$ cat src/rtl/uart_pkg.sv
// uart_pkg: shared state encoding and frame/id sizing helpers for the UART TX scheduler
package uart_pkg;
  typedef enum logic [1:0] {IDLE, PULSE, WAIT} state_t;
  function automatic int frame_cycles(input int clk_hz, input int baud, input int guard);
    return 10 * (clk_hz / baud + 1) + guard;
  endfunction
  function automatic int id_width(input int n);
    return n > 1 ? $clog2(n) : 1;
  endfunction
endpackage

$ cat src/rtl/uart_tx_scheduler_if.sv
// uart_tx_scheduler_if: requester handshake bundle plus the TX-side outputs of the scheduler
interface uart_tx_scheduler_if
  import uart_pkg::*;
#(
  parameter int N_REQ = 4,
  parameter int IDW   = id_width(N_REQ)
);
  logic [N_REQ-1:0]   req_valid;
  logic [8*N_REQ-1:0] req_data;
  logic [N_REQ-1:0]   req_last;
  logic [N_REQ-1:0]   req_ready;
  logic [7:0]         send_byte;
  logic               send_en;
  logic               busy;
  logic [IDW-1:0]     grant_id;
  logic               locked;
  modport master(
    output req_valid, req_data, req_last,
    input  req_ready, send_byte, send_en, busy, grant_id, locked
  );
  modport slave(
    input  req_valid, req_data, req_last,
    output req_ready, send_byte, send_en, busy, grant_id, locked
  );
endinterface

$ cat src/rtl/uart_rr_picker.sv
// uart_rr_picker: round-robin winner search from a pointer, restricted to the lock owner when locked
module uart_rr_picker
  import uart_pkg::*;
#(
  parameter int N_REQ = 4,
  parameter int IDW   = id_width(N_REQ)
) (
  input  logic [N_REQ-1:0] i_req,
  input  logic [IDW-1:0]   i_ptr,
  input  logic             i_lock_en,
  input  logic [IDW-1:0]   i_lock_id,
  output logic             o_valid,
  output logic [N_REQ-1:0] o_grant,
  output logic [IDW-1:0]   o_id
);
  logic [N_REQ-1:0] w_mask;
  assign w_mask = i_lock_en ? i_req & (N_REQ'(1) << i_lock_id) : i_req;
  // walk from the farthest offset back to ptr so the nearest set bit is the last one written
  always_comb begin
    o_valid = 1'b0;
    o_id    = '0;
    for (int k = N_REQ - 1; k >= 0; k--)
      if (w_mask[(int'(i_ptr) + k) % N_REQ]) begin
        o_valid = 1'b1;
        o_id    = IDW'((int'(i_ptr) + k) % N_REQ);
      end
  end
  assign o_grant = o_valid ? N_REQ'(1) << o_id : '0;
endmodule

$ cat src/rtl/uart_tx_scheduler.sv
// uart_tx_scheduler: shares one UART TX between N requesters, one send_en pulse per byte, frame-timed
module uart_tx_scheduler
  import uart_pkg::*;
#(
  parameter int N_REQ        = 4,
  parameter int INPUT_CLK    = 50000000,
  parameter int BAUD_RATE    = 230400,
  parameter int GUARD_CYCLES = 4
) (
  input logic                clk,
  input logic                kill,
  uart_tx_scheduler_if.slave bus
);
  localparam int IDW          = id_width(N_REQ);
  localparam int FRAME_CYCLES = frame_cycles(INPUT_CLK, BAUD_RATE, GUARD_CYCLES);
  localparam int TW           = $clog2(FRAME_CYCLES + 1);
  state_t           r_state, w_next;
  logic [IDW-1:0]   r_ptr, r_grant_id, w_id, w_ptr_next;
  logic             r_locked, w_valid, w_accept, w_last;
  logic [N_REQ-1:0] w_onehot;
  logic [7:0]       r_byte, w_data;
  logic [TW-1:0]    r_timer;
  uart_rr_picker #(.N_REQ(N_REQ), .IDW(IDW)) u_picker (
    .i_req     (bus.req_valid),
    .i_ptr     (r_ptr),
    .i_lock_en (r_locked),
    .i_lock_id (r_grant_id),
    .o_valid   (w_valid),
    .o_grant   (w_onehot),
    .o_id      (w_id)
  );
  assign w_accept   = !kill && r_state == IDLE && w_valid;
  assign w_data     = bus.req_data[8*w_id +: 8];
  assign w_last     = bus.req_last[w_id];
  assign w_ptr_next = w_id == IDW'(N_REQ - 1) ? '0 : w_id + 1'b1;
  // IDLE waits for a winner, PULSE lasts one cycle, WAIT runs until the frame timer reaches 1
  always_comb begin
    w_next = r_state == IDLE  ? (w_accept ? PULSE : IDLE) :
             r_state == PULSE ? WAIT :
             r_timer == TW'(1) ? IDLE : WAIT;
  end
  // state, captured byte, grant/lock bookkeeping and frame timer
  always_ff @(posedge clk) begin
    if (kill) begin
      r_state    <= IDLE;
      r_ptr      <= '0;
      r_grant_id <= '0;
      r_locked   <= 1'b0;
      r_byte     <= '0;
      r_timer    <= '0;
    end else begin
      r_state <= w_next;
      r_timer <= r_state == PULSE ? TW'(FRAME_CYCLES) : r_state == WAIT ? r_timer - 1'b1 : r_timer;
      if (w_accept) begin
        r_byte     <= w_data;
        r_grant_id <= w_id;
        r_locked   <= !w_last;
        if (w_last) r_ptr <= w_ptr_next;
      end
    end
  end
  assign bus.req_ready = w_accept ? w_onehot : '0;
  assign bus.send_en   = !kill && r_state == PULSE;
  assign bus.busy      = !kill && r_state != IDLE;
  assign bus.send_byte = r_byte;
  assign bus.grant_id  = r_grant_id;
  assign bus.locked    = r_locked;
endmodule

$ cat src/flat_wrapper.sv
// flat-port wrapper written by rule: the top's interface ports become plain ports
module uart_tx_scheduler_flat import uart_pkg::*;
#(
  parameter int N_REQ        = 4,
  parameter int INPUT_CLK    = 50000000,
  parameter int BAUD_RATE    = 230400,
  parameter int GUARD_CYCLES = 4
)
  (clk, kill, bus_req_valid, bus_req_data, bus_req_last, bus_req_ready, bus_send_byte, bus_send_en, bus_busy, bus_grant_id, bus_locked);
  uart_tx_scheduler_if #(.N_REQ(N_REQ)) bus_i ();
  input logic clk;
  input logic kill;
  input wire logic [$bits(bus_i.req_valid)-1:0] bus_req_valid;
  input wire logic [$bits(bus_i.req_data)-1:0] bus_req_data;
  input wire logic [$bits(bus_i.req_last)-1:0] bus_req_last;
  output wire logic [$bits(bus_i.req_ready)-1:0] bus_req_ready;
  output wire logic [$bits(bus_i.send_byte)-1:0] bus_send_byte;
  output wire logic [$bits(bus_i.send_en)-1:0] bus_send_en;
  output wire logic [$bits(bus_i.busy)-1:0] bus_busy;
  output wire logic [$bits(bus_i.grant_id)-1:0] bus_grant_id;
  output wire logic [$bits(bus_i.locked)-1:0] bus_locked;
  assign bus_i.req_valid = bus_req_valid;
  assign bus_i.req_data = bus_req_data;
  assign bus_i.req_last = bus_req_last;
  assign bus_req_ready = bus_i.req_ready;
  assign bus_send_byte = bus_i.send_byte;
  assign bus_send_en = bus_i.send_en;
  assign bus_busy = bus_i.busy;
  assign bus_grant_id = bus_i.grant_id;
  assign bus_locked = bus_i.locked;
  uart_tx_scheduler #(.N_REQ(N_REQ), .INPUT_CLK(INPUT_CLK), .BAUD_RATE(BAUD_RATE), .GUARD_CYCLES(GUARD_CYCLES)) u_core (.clk(clk), .kill(kill), .bus(bus_i));
endmodule
$ cat config.mk
export PLATFORM = sky130hd
export DESIGN_NAME = uart_tx_scheduler_flat
export DESIGN_NICKNAME = d
export VERILOG_FILES = /design/src/rtl/uart_pkg.sv /design/src/rtl/uart_tx_scheduler_if.sv /design/src/rtl/uart_rr_picker.sv /design/src/rtl/uart_tx_scheduler.sv /design/src/flat_wrapper.sv
export SDC_FILE = /design/constraint.sdc
export NUM_CORES = 1
export LEC_CHECK = 0
export ABC_AREA = 1
export BUFFER_PORTS_ARGS = -buffer_cell sky130_fd_sc_hd__buf_2
export CAP_MARGIN = 40
export CORE_ASPECT_RATIO = 0.5
export CORE_UTILIZATION = 51
export DETAILED_ROUTE_END_ITERATION = 10
export PLACE_DENSITY = 0.91
export SLEW_MARGIN = 30
export SYNTH_ARGS = -nofsm -noshare
export SYNTH_HDL_FRONTEND = slang
export SYNTH_HIERARCHICAL = 1
export SYNTH_SLANG_ARGS = --single-unit
$ cat constraint.sdc
create_clock -name clk -period 2.3 [get_ports clk]
set_clock_uncertainty 0.05 [all_clocks]
set_input_delay 0.115 -clock clk [delete_from_list [all_inputs] [get_ports clk]]
set_output_delay 0.115 -clock clk [all_outputs]
set_load 0.01 [all_outputs]
# ---- Word level (Yosys, flattened, before mapping)
# Cells that the tools add are included.
dict set report totals {
  inputBits 42
  ff_bits 27
  word_cells 73
}
dict set report classes {
  add_sub_neg 5
  eq_ne 4
  mux 31
  n_lt_le_gt_ge 5
  bitwise 4
  reduce_logical 14
  shifts 3
}
# operator n
set op_table {}
lappend op_table {{$shiftx 32x6->8} 1}
lappend op_table {{$mux 12} 2}
lappend op_table {{$mux 2} 8}
lappend op_table {{$mux 1} 13}
lappend op_table {{$eq 12x1->1 const B} 1}
lappend op_table {{$lt 3x4->1 const B} 3}
lappend op_table {{$mux 4} 3}
lappend op_table {{$sub 12x1->12 const B} 1}
lappend op_table {{$bmux 1 s2} 5}
lappend op_table {{$reduce_or 2->1} 4}
lappend op_table {{$shl 1x2->4 const A} 2}
lappend op_table {{$lt 2x3->1 const B} 2}
lappend op_table {{$add 2x1->2 const B} 2}
lappend op_table {{$add 2x2->2 const B} 2}
lappend op_table {{$and 4x4->4} 1}
lappend op_table {{$eq 2x2->1 const B} 2}
lappend op_table {{$logic_and 1x1->1} 4}
lappend op_table {{$reduce_bool 2->1} 2}
lappend op_table {{$and 1x1->1 const A} 3}
lappend op_table {{$eq 2x1->1 const B} 1}
lappend op_table {{$logic_not 1->1} 2}
lappend op_table {{$logic_not 2->1} 1}
lappend op_table {{$reduce_and 2->1} 1}

# ---- Logic depth before layout (Yosys ltp)
dict set report depth {
  depth_word 13
  depth_mapped 20
}

# ---- By module
# The synthesis kept the hierarchy.
# module area_each_um2 cells_each instances seq_area_each_um2
set by_module_without_submodules {}
lappend by_module_without_submodules {uart_tx_scheduler 1601.5 228 1 540.5}
lappend by_module_without_submodules {uart_rr_picker 264.0 59 1 0.0}

# ---- Least setup slack after synthesis
# OpenSTA, ideal clock, no wires.
dict set report synth_path {
  kind {register to register}
  startpoint {register u_core.r_grant_id[1], in the netlist u_core/bus.grant_id[1]}
  endpoint {register u_core.r_ptr[0]}
  path_slack_ns 0.353
  period_less_slack_ns 1.947
  arrival_time_ns 1.783
  setup_time_ns 0.114
  path_stages_with_launch 18
  t_required_ns 2.136
  path_buffers 1
  path_cell_list {dfxtp_1 o21ai_0 nand3_1 nand2_1 nand2_2 nand2_1 inv_1 a21oi_1 nand2_1 nand2_2 inv_2 buf_6 nand2_1 nand3_2 nand3_4 nor2_2 a21oi_1 nor2_1}
}
dict set report synth_between {
  elab_chain_len 13
  word_cells_on_any_way 29
  cone_classes {1 x add/sub; 1 x eq/ne; 1 x shift; 23 x mux; 1 x bitwise; 2 x reduce/logical}
}
# element line
set synth_rtl {}
lappend synth_rtl {{start, declared} uart_tx_scheduler.sv:18} ;# logic [IDW-1:0] r_ptr, r_grant_id, w_id, w_ptr_next;
lappend synth_rtl {{start signal, assigned} uart_tx_scheduler.sv:56} ;# r_grant_id <= w_id;
lappend synth_rtl {{$shl 1x2->4 *} uart_rr_picker.sv:17} ;# assign w_mask = i_lock_en ? i_req & (N_REQ'(1) << i_lock_id) : i_req;
lappend synth_rtl {{$and 4x4->4 *} uart_rr_picker.sv:17}
lappend synth_rtl {{$mux 4 *} uart_rr_picker.sv:17}
lappend synth_rtl {{$bmux 1 s2} uart_rr_picker.sv:23} ;# if (w_mask[(int'(i_ptr) + k) % N_REQ]) begin
lappend synth_rtl {{$mux 1 (implied by the code) (2 in a row)} uart_rr_picker.sv:23}
lappend synth_rtl {{$mux 2 (3 in a row)} uart_rr_picker.sv:23}
lappend synth_rtl {{$mux 2 *} uart_rr_picker.sv:23}
lappend synth_rtl {{net u_core.w_id[0]} uart_tx_scheduler.sv:18}
lappend synth_rtl {{$bmux 1 s2} uart_tx_scheduler.sv:34} ;# assign w_last = bus.req_last[w_id];
lappend synth_rtl {{$mux 1 (implied by the code)} uart_tx_scheduler.sv:34}
lappend synth_rtl {{$reduce_and 2->1 (no line)} n/a}
lappend synth_rtl {{end signal, assigned} uart_tx_scheduler.sv:58} ;# if (w_last) r_ptr <= w_ptr_next;
lappend synth_rtl {{end, declared} uart_tx_scheduler.sv:18}
# Mark *: on every way through the listed nets, which the timed path passes. The rest lies on a longest branch. The select of a mux whose other input is x is not followed.
# A chain may end at the register's enable or synchronous reset.

# ---- Worst setup path after layout
# Same ends and word-level chain as after synthesis.

==> results_dict.tcl <==
set metrics [dict create \
    syn2layout_area_growth_pct 30.4 \
    worst_pin_slew_ps 416 \
    grt_use_met1 0.294 \
    final_max_slew_viol_count 0 \
    holdBufCountCts 0 \
    yosysWarnings 6 \
    cp_slowest_cell "dfxtp_4" \
    grt_pass1_vias 1753 \
    tns_ps -203 \
    startpoint "u_core/bus.grant_id[1]" \
    rsz0062_at_grt "yes" \
    clkTransAtPathRegs_ps 100 \
    synth_edf_count 0 \
    dr.pass1.iters 4 \
    gp_congestion 0.829 \
    route.detailed.drc 0 \
    use_met3 0.0530 \
    rr_worst_depth 18 \
    r2r_slack_ps -90 \
    n_antenna_cell 0 \
    cts-root-buf "clkbuf_8" \
    cp_cell_sequence "o21ai_4 > nand3_2 > nand2_2 > nand2_2 > nand2_2 > inv_2 > a21oi_2 > nand2_1 > nand2_2 > clkinv_4 > buf_12 > inv_4 > nand2_1 > nand3_2 > nand3_4 > nor2_2 > a21oi_2 > nor2_1" \
    min_period_over_period 1.04 \
    finalWirelength_mm 5.46 \
    cp_common_cell "nand2_2" \
    cp_num_cells 18 \
    cp-start-kind "register" \
    crit_end "u_core/r_ptr[0]" \
    vdd_drop_max_v 0.000769 \
    syn_inst 287 \
    overflow 0 \
    dieWidth_um 87.5 \
    cts_buffers 3 \
    antenna_found_initial 0 \
    core_area_mm2 0.00347 \
    netlist_area_mm2 0.00187 \
    clockBufferDepth 2 \
    async_reset_ff_frac 0 \
    cts-htree-levels 1 \
    yosysTopAreaCell "dfxtp_1" \
    track_usage 0.236 \
    num_vias 2156 \
    grtUsageMet2 0.433 \
    timing.slew.headroom 0.722 \
    worstReg2RegStart "u_core/bus.grant_id[1]" \
    crit_required_ps 2450 \
    ant_nets 0 \
    cp_max_fo 8 \
    synth_top_cell_area_share 0.290 \
    layout.nets 402 \
    initial_utilization 0.537 \
    synth_area_leaders "dfxtp_1, nor2_1, nand2_1" \
    cap_violations 0 \
    ys_ff_latch 27 \
    violations "negative setup slack" \
    portBuffers 58 \
    critPathKind "reg2reg" \
    hold_viol_final 0 \
    syn_nets 335 \
    ys.flop_type "dfxtp_1" \
    max_freq_mhz 418 \
    post-route-min-period_ps 2390 \
    r2r_end "u_core/r_ptr[0]" \
    setup_viol 7 \
    power_leakage_nw 1.13 \
    cp-end-kind "register" \
    outcome "complete, but fails checks" \
    setup_slack_ps -93.4 \
    die_h_um 44.8 \
    routedWlPerCell_um 13.5 \
    slowest_delay_ps 380 \
    power_density_mw_per_mm2 1720 \
    drive_gt1_frac 0.422 \
    ys_top_cells_by_count "nor2_1, nand2_1, inv_1" \
    insertion_delay_ps 280 \
    grt_pass1_wl_mm 7.29 \
    crit_family "simple AND/OR/NAND/NOR gates" \
    min_from "bus_req_data[29]" \
    cts.sinks 27 \
    synth_most_common_cell "nor2_1" \
    drt_first_iter_violations 163 \
    seq_area_frac_synth 0.290 \
    fp-row-count 15 \
    grt_max_degree 17 \
    synth_cell_types 30 \
    die_area_mm2 0.00392 \
    cts_tree "done" \
    timing.hold.ws_ps 49.3 \
    via_per_inst 5.34 \
    crit_arrival_ps 2540 \
    hold_path.class "in2reg" \
    io_pins 59 \
    syn_area_per_cell_um2 6.50 \
    nFillCells 258 \
    path_buf_inv 4 \
    grt.busiest_layer "met2" \
    dp_hpwl_mm 3.46 \
]
[where the power goes]
group	switching [W]	internal [W]	leakage, nW
sequential	0.000192	0.000680	0.225
combinational	0.00188	0.00115	0.884
clock	0.000160	0.000123	0.0217
[tightest hold or removal path, stage by stage]
cell and delay (ps):
buf_2 80, o21ai_1 50, a31oi_1 110
[final cells by class]
| cell class | count | area, um^2 | share of cell area |
|---|---|---|---|
| clock buffers | 3 | 41.3 | 0.0170 |
| clock inverters | 1 | 7.51 | 0.00308 |
| inverters | 41 | 168 | 0.0689 |
| multi-input cells | 211 | 1200 | 0.493 |
| flip-flops and latches | 27 | 554 | 0.228 |
| well taps | 51 | 63.8 | 0.0262 |
| repair buffers | 70 | 400 | 0.165 |
[placed cells by master, fill, tap and decap left out, types with 2 or more instances in the layout]
| master | instances |
|---|---|
| nand2_1 | 29 |
| clkbuf_8 | 3 |
| dfxtp_2 | 2 |
| inv_2 | 11 |
| a31oi_1 | 9 |
| nand3_1 | 11 |
| nand3_2 | 7 |
| inv_4 | 2 |
| nand2_2 | 24 |
| ha_1 | 6 |
| nor2_4 | 4 |
| nor3_1 | 3 |
| a21oi_1 | 11 |
| nand4_1 | 2 |
| dfxtp_4 | 3 |
| nor2_1 | 48 |
| nor2_2 | 9 |
| nor3_2 | 4 |
| clkinvlp_4 | 2 |
| o21ai_1 | 12 |
| a21oi_2 | 3 |
| buf_2 | 58 |
| buf_4 | 10 |
| inv_1 | 26 |
| o21ai_0 | 22 |
| dfxtp_1 | 22 |
[kinds of logic after synthesis]
logic type,count (synthesis),synth area share
simple gates,144,0.372
compound gates,60,0.172
buf+inv,49,0.118
flops,27,0.290
fa+ha+maj,6,0.0402
xor+xnor,1,0.00872
[stage by stage]
| stage | instances | cell area [um^2] | worst slack [ps] | util | power (W) |
|---|---|---|---|---|---|
| 2_1_floorplan | 287 | 1870 | 353 | - | 0.00280 |
| 3_5_place_dp | 392 | 2190 | 77.7 | 0.630 | 0.00327 |
| 4_1_cts | 396 | 2260 | 2.27 | 0.650 | 0.00360 |
| 6_report | 404 | 2430 | -93.4 | 0.701 | 0.00418 |
| 5_1_grt | 404 | 2430 | -201 | 0.701 | 0.00450 |
| 3_3_place_gp | 392 | 2190 | 191 | 0.630 | 0.00317 |
[timing repair]
action / CTS / global route
pin swaps: 0 / 11
resized for setup: 12 / 37
setup buffers: 0 / 8
setup endpoints to repair: 4 / 10
[routing by layer]
metal | vias to the layer above | share of wire
met2 | 111 | 0.49
li1 | 1056 | -
met5 | - | 0
met3 | 28 | 0.065
met4 | 0 | 0.035
met1 | 961 | 0.41
[registers in the layout (all words and copies together), names as in the netlist]
name	cells
u_core/bus.send_byte	8
u_core/r_timer	12
u_core/r_state	2
u_core/bus.grant_id	2
u_core/bus.locked	1
u_core/r_ptr	2
[worst min path at each step]
| stage | slack, ps | cells after the start | end |
|---|---|---|---|
| after detailed placement | 340 | 3 | u_core/bus.send_byte[2] |
| after CTS | 60 | 3 | u_core/bus.send_byte[5] |
| after floorplan | 140 | 1 | u_core/r_ptr[0] |
| after global placement | 330 | 3 | u_core/bus.send_byte[2] |
| after global routing | 50 | 3 | u_core/bus.send_byte[2] |
| final | 50 | 3 | u_core/bus.send_byte[5] |
(Power assumes the default switching activity.)
